## config.mk

```make
export PLATFORM = sky130hd
export DESIGN_NAME = sd_sector_read_arbiter
export DESIGN_NICKNAME = d
export VERILOG_FILES = /design/src/rtl/sd_arb_pkg.sv /design/src/rtl/sd_sector_read_arbiter_rr_pick.sv /design/src/rtl/sd_sector_read_arbiter.sv
export SDC_FILE = /design/constraint.sdc
export NUM_CORES = 1
export LEC_CHECK = 0
export CAP_MARGIN = 20
export CORE_MARGIN = 2
export CORE_UTILIZATION = 29
export CTS_CLUSTER_DIAMETER = 80
export CTS_CLUSTER_SIZE = 28
export DETAILED_ROUTE_END_ITERATION = 10
export PLACE_DENSITY_LB_ADDON = 0.3
export SYNTH_ARGS = -nofsm -noshare
export SYNTH_HDL_FRONTEND = slang
export SYNTH_SLANG_ARGS = --single-unit
export TNS_END_PERCENT = 50
```

## constraint.sdc

```tcl
create_clock -name clk -period 5.15 [get_ports clk]
set_input_delay 1.03 -clock clk [delete_from_list [all_inputs] [get_ports clk]]
set_output_delay 1.03 -clock clk [all_outputs]
set_load 0.02 [all_outputs]
```

## src/rtl/sd_arb_pkg.sv

```systemverilog
// ---------------------------------------------------------------------------
// sd_arb_pkg
// Shared definitions for the SD sector read arbiter family:
//   state_e       arbiter FSM states
//   SD_ST_IDLE    sector reader "idle / ready for a command" state code
//   SECTOR_BYTES  bytes streamed per sector read
// ---------------------------------------------------------------------------
package sd_arb_pkg;

  typedef enum logic [2:0] {
    S_INIT,
    S_ARB,
    S_ISSUE,
    S_BUSY,
    S_DONE
  } state_e;

  localparam logic [4:0] SD_ST_IDLE   = 5'd10;
  localparam int         SECTOR_BYTES = 512;

endpackage

```

## src/rtl/sd_sector_read_arbiter_rr_pick.sv

```systemverilog
// ---------------------------------------------------------------------------
// rr_pick
// Combinational round-robin picker. Scans req_i starting at ptr_i and
// wrapping modulo NREQ; the first set bit found is the winner.
// Ports:
//   req_i     [NREQ]   pending request vector
//   ptr_i     [PTR_W]  index with highest priority this round (< NREQ)
//   any_o              at least one request pending
//   winner_o  [PTR_W]  index of the winning request (0 when any_o=0)
// ---------------------------------------------------------------------------
module rr_pick #(
  parameter  int NREQ  = 2,
  localparam int PTR_W = (NREQ > 1) ? $clog2(NREQ) : 1
) (
  input  logic [NREQ-1:0]  req_i,
  input  logic [PTR_W-1:0] ptr_i,
  output logic             any_o,
  output logic [PTR_W-1:0] winner_o
);

  int               idx;
  logic [PTR_W-1:0] sel;

  // Walk from the farthest slot back toward ptr_i so that the slot closest
  // to the pointer is the last (and therefore winning) assignment.
  always_comb begin
    any_o    = 1'b0;
    winner_o = '0;
    idx      = 0;
    sel      = '0;
    for (int k = NREQ - 1; k >= 0; k--) begin
      idx = int'(ptr_i) + k;
      if (idx >= NREQ) idx = idx - NREQ;
      sel = PTR_W'(idx);
      if (req_i[sel]) begin
        any_o    = 1'b1;
        winner_o = sel;
      end
    end
  end

endmodule

```

## src/rtl/sd_sector_read_arbiter.sv

```systemverilog
// ---------------------------------------------------------------------------
// sd_sector_read_arbiter
// Shares one SD SPI sector reader between NREQ requesters with round-robin
// arbitration. The granted requester's sector number is handed to the reader
// with a one-cycle start pulse, the 512-byte readout is steered back to it
// (registered, one cycle latency), and a done (or error) pulse ends the grant.
//
// Optional feature macro: SD_ARB_TIMEOUT_EN
//   defined   -> a read not finished within TIMEOUT_CYCLES busy cycles is
//                aborted with req_err and the arbiter re-waits for card IDLE
//   undefined -> no watchdog, req_err is constant 0
//
// Ports:
//   clk, rst          clock, synchronous active-high reset
//   req[NREQ]         level requests, held until done/err
//   req_sector        32-bit sector per requester, requester i at [32*i+:32]
//   gnt[NREQ]         one-hot, high while requester owns the reader
//   req_done/req_err  one-cycle completion / abort pulses per requester
//   req_rvalid        byte strobe steered to the granted requester only
//   req_raddr/rdata   shared registered byte address / data (0 when idle)
//   rd_start          one-cycle start pulse to the reader
//   rd_sector_no      sector number presented to the reader
//   rd_done, rd_rvalid, rd_raddr, rd_rdata, rd_cardstate   reader outputs
//   busy              high in S_ISSUE, S_BUSY and S_DONE
// ---------------------------------------------------------------------------
module sd_sector_read_arbiter
  import sd_arb_pkg::*;
#(
  parameter int          NREQ           = 2,
  parameter logic [23:0] TIMEOUT_CYCLES = 24'd4000000
) (
  input  logic                            clk,
  input  logic                            rst,
  input  logic [NREQ-1:0]                 req,
  input  logic [32*NREQ-1:0]              req_sector,
  output logic [NREQ-1:0]                 gnt,
  output logic [NREQ-1:0]                 req_done,
  output logic [NREQ-1:0]                 req_err,
  output logic [NREQ-1:0]                 req_rvalid,
  output logic [$clog2(SECTOR_BYTES)-1:0] req_raddr,
  output logic [7:0]                      req_rdata,
  output logic                            rd_start,
  output logic [31:0]                     rd_sector_no,
  input  logic                            rd_done,
  input  logic                            rd_rvalid,
  input  logic [$clog2(SECTOR_BYTES)-1:0] rd_raddr,
  input  logic [7:0]                      rd_rdata,
  input  logic [7:0]                      rd_cardstate,
  output logic                            busy
);

  localparam int PTR_W = (NREQ > 1) ? $clog2(NREQ) : 1;
  localparam int AW    = $clog2(SECTOR_BYTES);

  state_e           state_q, state_d;
  logic [PTR_W-1:0] win_q, win_d, rr_q, rr_d, pick_win;
  logic             pick_any, card_idle;
  logic [31:0]      sector_q, sector_d, pick_sector;
  logic [NREQ-1:0]  gnt_q, gnt_d, done_q, done_d, err_q, err_d, rv_q, rv_d;
  logic [AW-1:0]    raddr_q, raddr_d;
  logic [7:0]       rdata_q, rdata_d;
  logic             start_q, start_d;
`ifdef SD_ARB_TIMEOUT_EN
  logic [23:0]      tmo_q, tmo_d;
`endif

  // Card type bits and, in the default build, the timeout value are not
  // needed by the datapath.
  logic unused_cfg;
  assign unused_cfg = ^{TIMEOUT_CYCLES, rd_cardstate[7:5]};

  function automatic logic [NREQ-1:0] onehot(input logic [PTR_W-1:0] i);
    return NREQ'(1) << i;
  endfunction

  function automatic logic [PTR_W-1:0] next_ptr(input logic [PTR_W-1:0] i);
    return (int'(i) == NREQ - 1) ? '0 : i + PTR_W'(1);
  endfunction

  rr_pick #(.NREQ(NREQ)) u_pick (
    .req_i    (req),
    .ptr_i    (rr_q),
    .any_o    (pick_any),
    .winner_o (pick_win)
  );

  assign card_idle = (rd_cardstate[4:0] == SD_ST_IDLE);

  always_comb begin
    pick_sector = req_sector[31:0];
    for (int i = 0; i < NREQ; i++) begin
      if (pick_win == PTR_W'(i)) pick_sector = req_sector[32*i +: 32];
    end
  end

  always_comb begin
    state_d  = state_q;
    win_d    = win_q;
    rr_d     = rr_q;
    sector_d = sector_q;
    gnt_d    = gnt_q;
    start_d  = 1'b0;
    done_d   = '0;
    err_d    = '0;
    rv_d     = '0;
    raddr_d  = '0;
    rdata_d  = '0;
`ifdef SD_ARB_TIMEOUT_EN
    tmo_d    = tmo_q;
`endif
    unique case (state_q)
      S_INIT: begin
        if (card_idle) state_d = S_ARB;
      end
      S_ARB: begin
        // Card fell out of IDLE (e.g. reader re-initialising): no grants.
        if (!card_idle) begin
          state_d = S_INIT;
        end else if (pick_any) begin
          win_d    = pick_win;
          sector_d = pick_sector;
          gnt_d    = onehot(pick_win);
          state_d  = S_ISSUE;
        end
      end
      S_ISSUE: begin
        start_d = 1'b1;
        state_d = S_BUSY;
`ifdef SD_ARB_TIMEOUT_EN
        tmo_d   = '0;
`endif
      end
      S_BUSY: begin
        if (rd_rvalid) begin
          rv_d    = onehot(win_q);
          raddr_d = rd_raddr;
          rdata_d = rd_rdata;
        end
        if (rd_done) begin
          done_d  = onehot(win_q);
          gnt_d   = '0;
          state_d = S_DONE;
        end
`ifdef SD_ARB_TIMEOUT_EN
        else if (tmo_q == TIMEOUT_CYCLES - 24'd1) begin
          // Abort: the reader is presumed wedged, so re-check card state
          // before granting anyone else.
          err_d   = onehot(win_q);
          gnt_d   = '0;
          rr_d    = next_ptr(win_q);
          state_d = S_INIT;
        end else begin
          tmo_d   = tmo_q + 24'd1;
        end
`endif
      end
      S_DONE: begin
        rr_d    = next_ptr(win_q);
        state_d = S_ARB;
      end
      default: state_d = S_INIT;
    endcase
  end

  always_ff @(posedge clk) begin
    if (rst) begin
      state_q  <= S_INIT;
      win_q    <= '0;
      rr_q     <= '0;
      sector_q <= '0;
      gnt_q    <= '0;
      start_q  <= 1'b0;
      done_q   <= '0;
      err_q    <= '0;
      rv_q     <= '0;
      raddr_q  <= '0;
      rdata_q  <= '0;
`ifdef SD_ARB_TIMEOUT_EN
      tmo_q    <= '0;
`endif
    end else begin
      state_q  <= state_d;
      win_q    <= win_d;
      rr_q     <= rr_d;
      sector_q <= sector_d;
      gnt_q    <= gnt_d;
      start_q  <= start_d;
      done_q   <= done_d;
      err_q    <= err_d;
      rv_q     <= rv_d;
      raddr_q  <= raddr_d;
      rdata_q  <= rdata_d;
`ifdef SD_ARB_TIMEOUT_EN
      tmo_q    <= tmo_d;
`endif
    end
  end

  assign gnt          = gnt_q;
  assign req_done     = done_q;
  assign req_rvalid   = rv_q;
  assign req_raddr    = raddr_q;
  assign req_rdata    = rdata_q;
  assign rd_start     = start_q;
  assign rd_sector_no = sector_q;
  assign busy         = (state_q != S_INIT) && (state_q != S_ARB);
`ifdef SD_ARB_TIMEOUT_EN
  assign req_err      = err_q;
`else
  assign req_err      = '0;
  logic unused_err;
  assign unused_err   = ^err_q;
`endif

endmodule

```

==> results of run 1 <==
-- registers in the layout, summed over array words and instances, names as in the netlist --
register / cells
req_raddr: 9
req_done: 2
req_rdata: 8
state_q: 3
gnt: 2
req_rvalid: 2
rd_start: 1
rd_sector_no: 32
rr_q: 1
win_q: 1
-- worst max-delay path, stage by stage --
cell	delay [ns]
clkdlybuf4s50_1	0.51
inv_1	0.08
o21ai_4	0.50
buf_4	0.43
mux2i_1	0.30
a211oi_2	0.09
-- layout make-up --
cell class                      instances  share of cell area (%)
Clock buffer                           10                    2.99
Inverter                                4                   0.352
Multi-Input combinational cell        152                    28.3
Clock inverter                          6                   0.939
Sequential cell                        61                    28.6
Timing Repair Buffer                  152                    35.6
Tap cell                              108                    3.17
-- placed cells by master (no fill, tap or decap), drive strengths merged, types with 3 or more instances in the layout --
cell type and instances:
a211oi 33, clkdlybuf4s50 147, nor2 38, o21ai 4
and2 19, buf 5, inv 4, dfxtp 61
clkbuf 10, clkinvlp 4, nand2 3, mux2i 32
-- per-layer routing --
layer	GRT usage, %	part of all wire, %
met1	14.4	39
met2	22.4	48
met3	6.73	12
met4	5.13	0.94
met5	0	0
-- how the worst max path moves through the flow --
stage,start,slack [ns],end,cells after the start
floorplan,rd_cardstate[4],2.94,rd_sector_no[5],5
global placement,req[0],1.98,rd_sector_no[6],6
detailed placement,req[0],1.95,rd_sector_no[6],6
CTS,req[0],2.30,rd_sector_no[6],6
global route,req[0],2.24,rd_sector_no[25],6
finish,req[0],2.38,rd_sector_no[6],6
-- where the power goes --
part | internal [mW] | total [mW] | switching [mW]
registers | 0.472 | 0.472 | 0.000195
clock network | 0.172 | 0.359 | 0.186
logic | 0.0757 | 0.113 | 0.0371
total | 0.720 | 0.943 | 0.223
-- through the flow --
stage                     utilization (%)  hold WS (ns)  std cells  power (mW)
after floorplan                         -         0.431        236       0.520
after global placement               47.2         0.441        476       0.594
after detailed placement             47.2         0.461        476       0.595
after CTS                            49.1         0.474        492       0.961
after global routing                 49.4         0.497        493       0.991
final                                49.4         0.474        493       0.943
-- cell families (layout without fill, tap and decap cells) --
kind of cell           after synthesis  after routing  synth area share, %
and+or+nand+nor                     75             75                 15.4
DFF                                 61             61                 47.5
AOI/OAI and AO/OA                   43             43                 18.4
muxes                               32             32                 12.5
buffers and inverters               23            172                 5.99
other                                1              2                0.146
==> reports/results.txt, run 1 <==
Pin count of the biggest net entering global routing = 42
Routed via count = 2247
Ant diodes = 0
TritonCTS Buffers = 9
Quantity of I/O buffers inserted on ports = 148
Design area = 4260 um^2
Hold Path Class = reg2reg
CTS Hold Bufs = 0
HP Start = gnt[0]
Clk buf depth = 2
Register area = 1220 um^2
Layout cells sized above 1 = 14.8%
Slew Limit Fails = 0
CORE AREA = 8640 um^2
Clock tree from TritonCTS = done
ANT nets after route = 0
Post-route DRC = 0
Layout Area Growth over Synthesis = 66.0%
Rel. slew slack = 58.7%
Async SR Flop Fraction = 0%
Global Route Usage Sum = 13.3%
Synth top area share = 47.5%
Setup violators final = 0
Die Width = 98.1 um
Unrepaired setup endpoints after global routing = no
Peak supply drop = 0.000185 V
Top cell type by total area after synthesis = dfxtp_1
Minimum clock period = 2.77 ns
Initial Utilization = 29.7%
Status = finished, final reports clean
Multi-input gate area = 1200 um^2
Crit path DAT = 2.96 ns
Global route overflow = 0
Root buf cell = clkbuf_8
Top-count cell post-synth = dfxtp_1
Sum Neg Setup Slack = 0 ns
Fill cell count = 812
Fmax = 361 MHz
Largest cells by area after synthesis = dfxtp_1 (48%), a211oi_2 (16%), mux2i_1 (12%)
GPL Wtd Cong = 0.738
Clk sink count = 61
CP Class = in2reg
Slew @ Worst Pin = 0.618 ns
Startpoint types = input pin
Sequential area share after synthesis = 47.5%
Post-Syn Area = 2570 um^2
Die area = 9630 um^2
EDFF count, synth = 0
NumNets Final = 475
Max_cap viols = 0
Distinct cells, synth = 35
R2R Setup Slk = 3.31 ns
Worst r2r path cells = 4
Final WS setup = 2.38 ns
Post-CTS Setup Inserts = 0
Fin crit share = 53.8%
Vias in the first global route = 2225
First-pass GRT wire length = 10.4 mm
Commonest register cell after synthesis = dfxtp_1
DRT Wirelength = 6.29 mm
#FFs+latches synth = 61
Setup Skew = 0.00557 ns
Worst-path fanout max = 20
Clk Latency, worst-skew pair = 0.32 ns
Die span in y = 98.1 um
Worst Hold Path Cells = 2
Resized Gates After CTS = 0
Initial antenna violation count = 0
WL/cell = 12.8 um
Leak = 1.60 nW
Power per Cell Area = 221 nW/um^2
Reg-to-reg endpoint = rd_sector_no[6]
Placed wire-length estimate = 4.66 mm
CP required = 5.34 ns
Cell Area, Placed = 4080 um^2
Initial DRC Count = 26
Mapped Cells = 235
Reg2reg start = rr_q
Hold EP = gnt[0]
Final Hold Fails = 0
Clock-pin transition on the worst setup and hold timing paths = 0.07 ns
Ys Warns = 0
# IOs = 154
# H-tree levels = 3
Most common library cells after synthesis = dfxtp_1 (61), nor2_1 (38), a211oi_2 (32), mux2i_1 (32), and2_1 (19)
Site Rows = 34
Avg Synthesized Cell Area = 10.9 um^2
Vias/cell = 4.56
Pre-CTS setup slack = 1.95 ns
First-pass DRT Iterations = 4
CP endpoint kind = flop
Note: power is estimated with default switching activity, not from simulation.
==> inputs of run 2 (changes only) <==
Clock period 5.15 ns to 2.46 ns, I/O delays scaled along.
==> run 2 against run 1 <==
Sequential share of layout area is 0.24 points lower; sequential power is 110% higher; final cell count is 0.20% higher; via count is 1.8% lower; final area is 0.85% higher; flip-flop and latch count stayed put; critical endpoint is now busy; highest routed layer unchanged.
==> reports/results.txt, run 2 (synthesized netlist as in run 1, its figures left out) <==
Setup violators final = 0
Unrepaired setup endpoints after global routing = no
ANT nets after route = 0
CP endpoint kind = output port
Vias/cell = 4.47
Max FFs per register = 32
Max_cap viols = 0
Final Hold Fails = 0
Layout Area Growth over Synthesis = 67.4%
CP required = 1.97 ns
Rel. slew slack = 59.9%
Clock tree from TritonCTS = done
Sum Neg Setup Slack = 0 ns
Crit-path cells = or2_2 > clkdlybuf4s50_1
Peak supply drop = 0.000271 V
GPL Wtd Cong = 0.736
# IOs = 154
First-pass GRT wire length = 10.3 mm
Global route overflow = 0
Site Rows = 34
Vias in the first global route = 2259
CTS Hold Bufs = 0
Minimum clock period = 2.07 ns
Initial Utilization = 29.7%
Initial antenna violation count = 0
Crit path DAT = 1.58 ns
Die Width = 98.1 um
TritonCTS Buffers = 9
Slew Limit Fails = 0
Clk Latency, worst-skew pair = 0.33 ns
WL/cell = 12.7 um
DRT Wirelength = 6.26 mm
Setup Skew = 0.00747 ns
Fin Hold WS = 0.461 ns
First-pass DRT Iterations = 4
Status = finished, final reports clean
Fin cells = 494
Power per Cell Area = 472 nW/um^2
Layout cells sized above 1 = 15.3%
Fmax = 482 MHz
Resized Gates After CTS = 0
NumNets Final = 476
Routed via count = 2206
Ant diodes = 0
Startpoint types = flop
Clock-pin transition on the worst setup and hold timing paths = 0.08 ns
Pin count of the biggest net entering global routing = 41
Placed wire-length estimate = 4.77 mm
Slew @ Worst Pin = 0.602 ns
Leak = 1.62 nW
Critical Path Slowest Stage Cell = clkdlybuf4s50_1
Commonest non-fill, non-tap cell in the layout = clkdlybuf4s50_1
Commonest cells after routing, fill and taps aside = clkdlybuf4s50_1 (147), dfxtp_1 (61), nor2_1 (38), mux2i_1 (32), a211oi_2 (32)
Max stage delay on crit path = 0.60 ns
Hold Path Class = reg2reg
Root buf cell = clkbuf_8
# H-tree levels = 3
Die span in y = 98.1 um
Fin crit share = 84.3%
Post-route DRC = 0
Die area = 9630 um^2
Clk sink count = 61
CORE AREA = 8640 um^2
Worst-path fanout max = 9
Initial DRC Count = 19
Quantity of I/O buffers inserted on ports = 148
Post-CTS Setup Inserts = 0
CP Class = reg2out
Global Route Usage Sum = 13.1%
Dpl cells = 478
Tot Pwr = 2.03 mW
Clk buf depth = 2
==> run 2: cell types whose count changed in the layout (fill, tap and decap cells not counted), sizes merged <==
cell	previous run	this run
clkinvlp	4	1
clkinv	2	4
inv	4	6
buf	5	6
clkbuf	10	9
==> run 2: path summary, 6_finish.rpt <==
path	from	end	slack [ns]	depth (start not counted)
max reg2reg	state_q[0]	rd_sector_no[6]	0.71	5
max	state_q[1]	busy	0.39	2
min	gnt[0]	gnt[0]	0.46	2
min reg2reg	gnt[0]	gnt[0]	0.46	2
==> run 2: worst max-delay path: cells and delay by family, from the launching register on <==
kind	cells	cell delay (ns)
flops	1	0.48
simple gates	1	0.17
buf+inv	1	0.60
==> run 2: power breakdown <==
part / switching (mW) / total, mW / internal, mW
registers: 0.000398 / 0.987 / 0.987
clock network: 0.432 / 0.810 / 0.379
logic: 0.0765 / 0.234 / 0.157
total: 0.509 / 2.03 / 1.52
==> run 2: per-stage QoR <==
stage / utilization, % / setup slack (ns) / cell area [um^2]
2_1_floorplan: - / 0.792 / 2570
3_3_place_gp: 47.7 / 0.259 / 4120
3_5_place_dp: 47.7 / 0.192 / 4120
4_1_cts: 49.8 / 0.370 / 4300
5_1_grt: 49.8 / 0.307 / 4300
6_report: 49.8 / 0.387 / 4300
==> run 2: cell type report <==
type                       instances  area (um^2)
fill                             815         4340
timing repair buffer             153         1540
sequential                        61         1220
multi-input combinational        152         1200
tap                              108          135
clock buffer                       9          124
clock inverter                     7         60.1
inverter                           4         15.0
==> run 2: layer usage <==
metal,vias up,GRT usage (%),share of wire (%)
li1,1111,-,-
met1,992,12.8,38
met2,94,23.0,49
met3,9,7.37,13
met4,0,4.70,1.0
met5,-,0,0
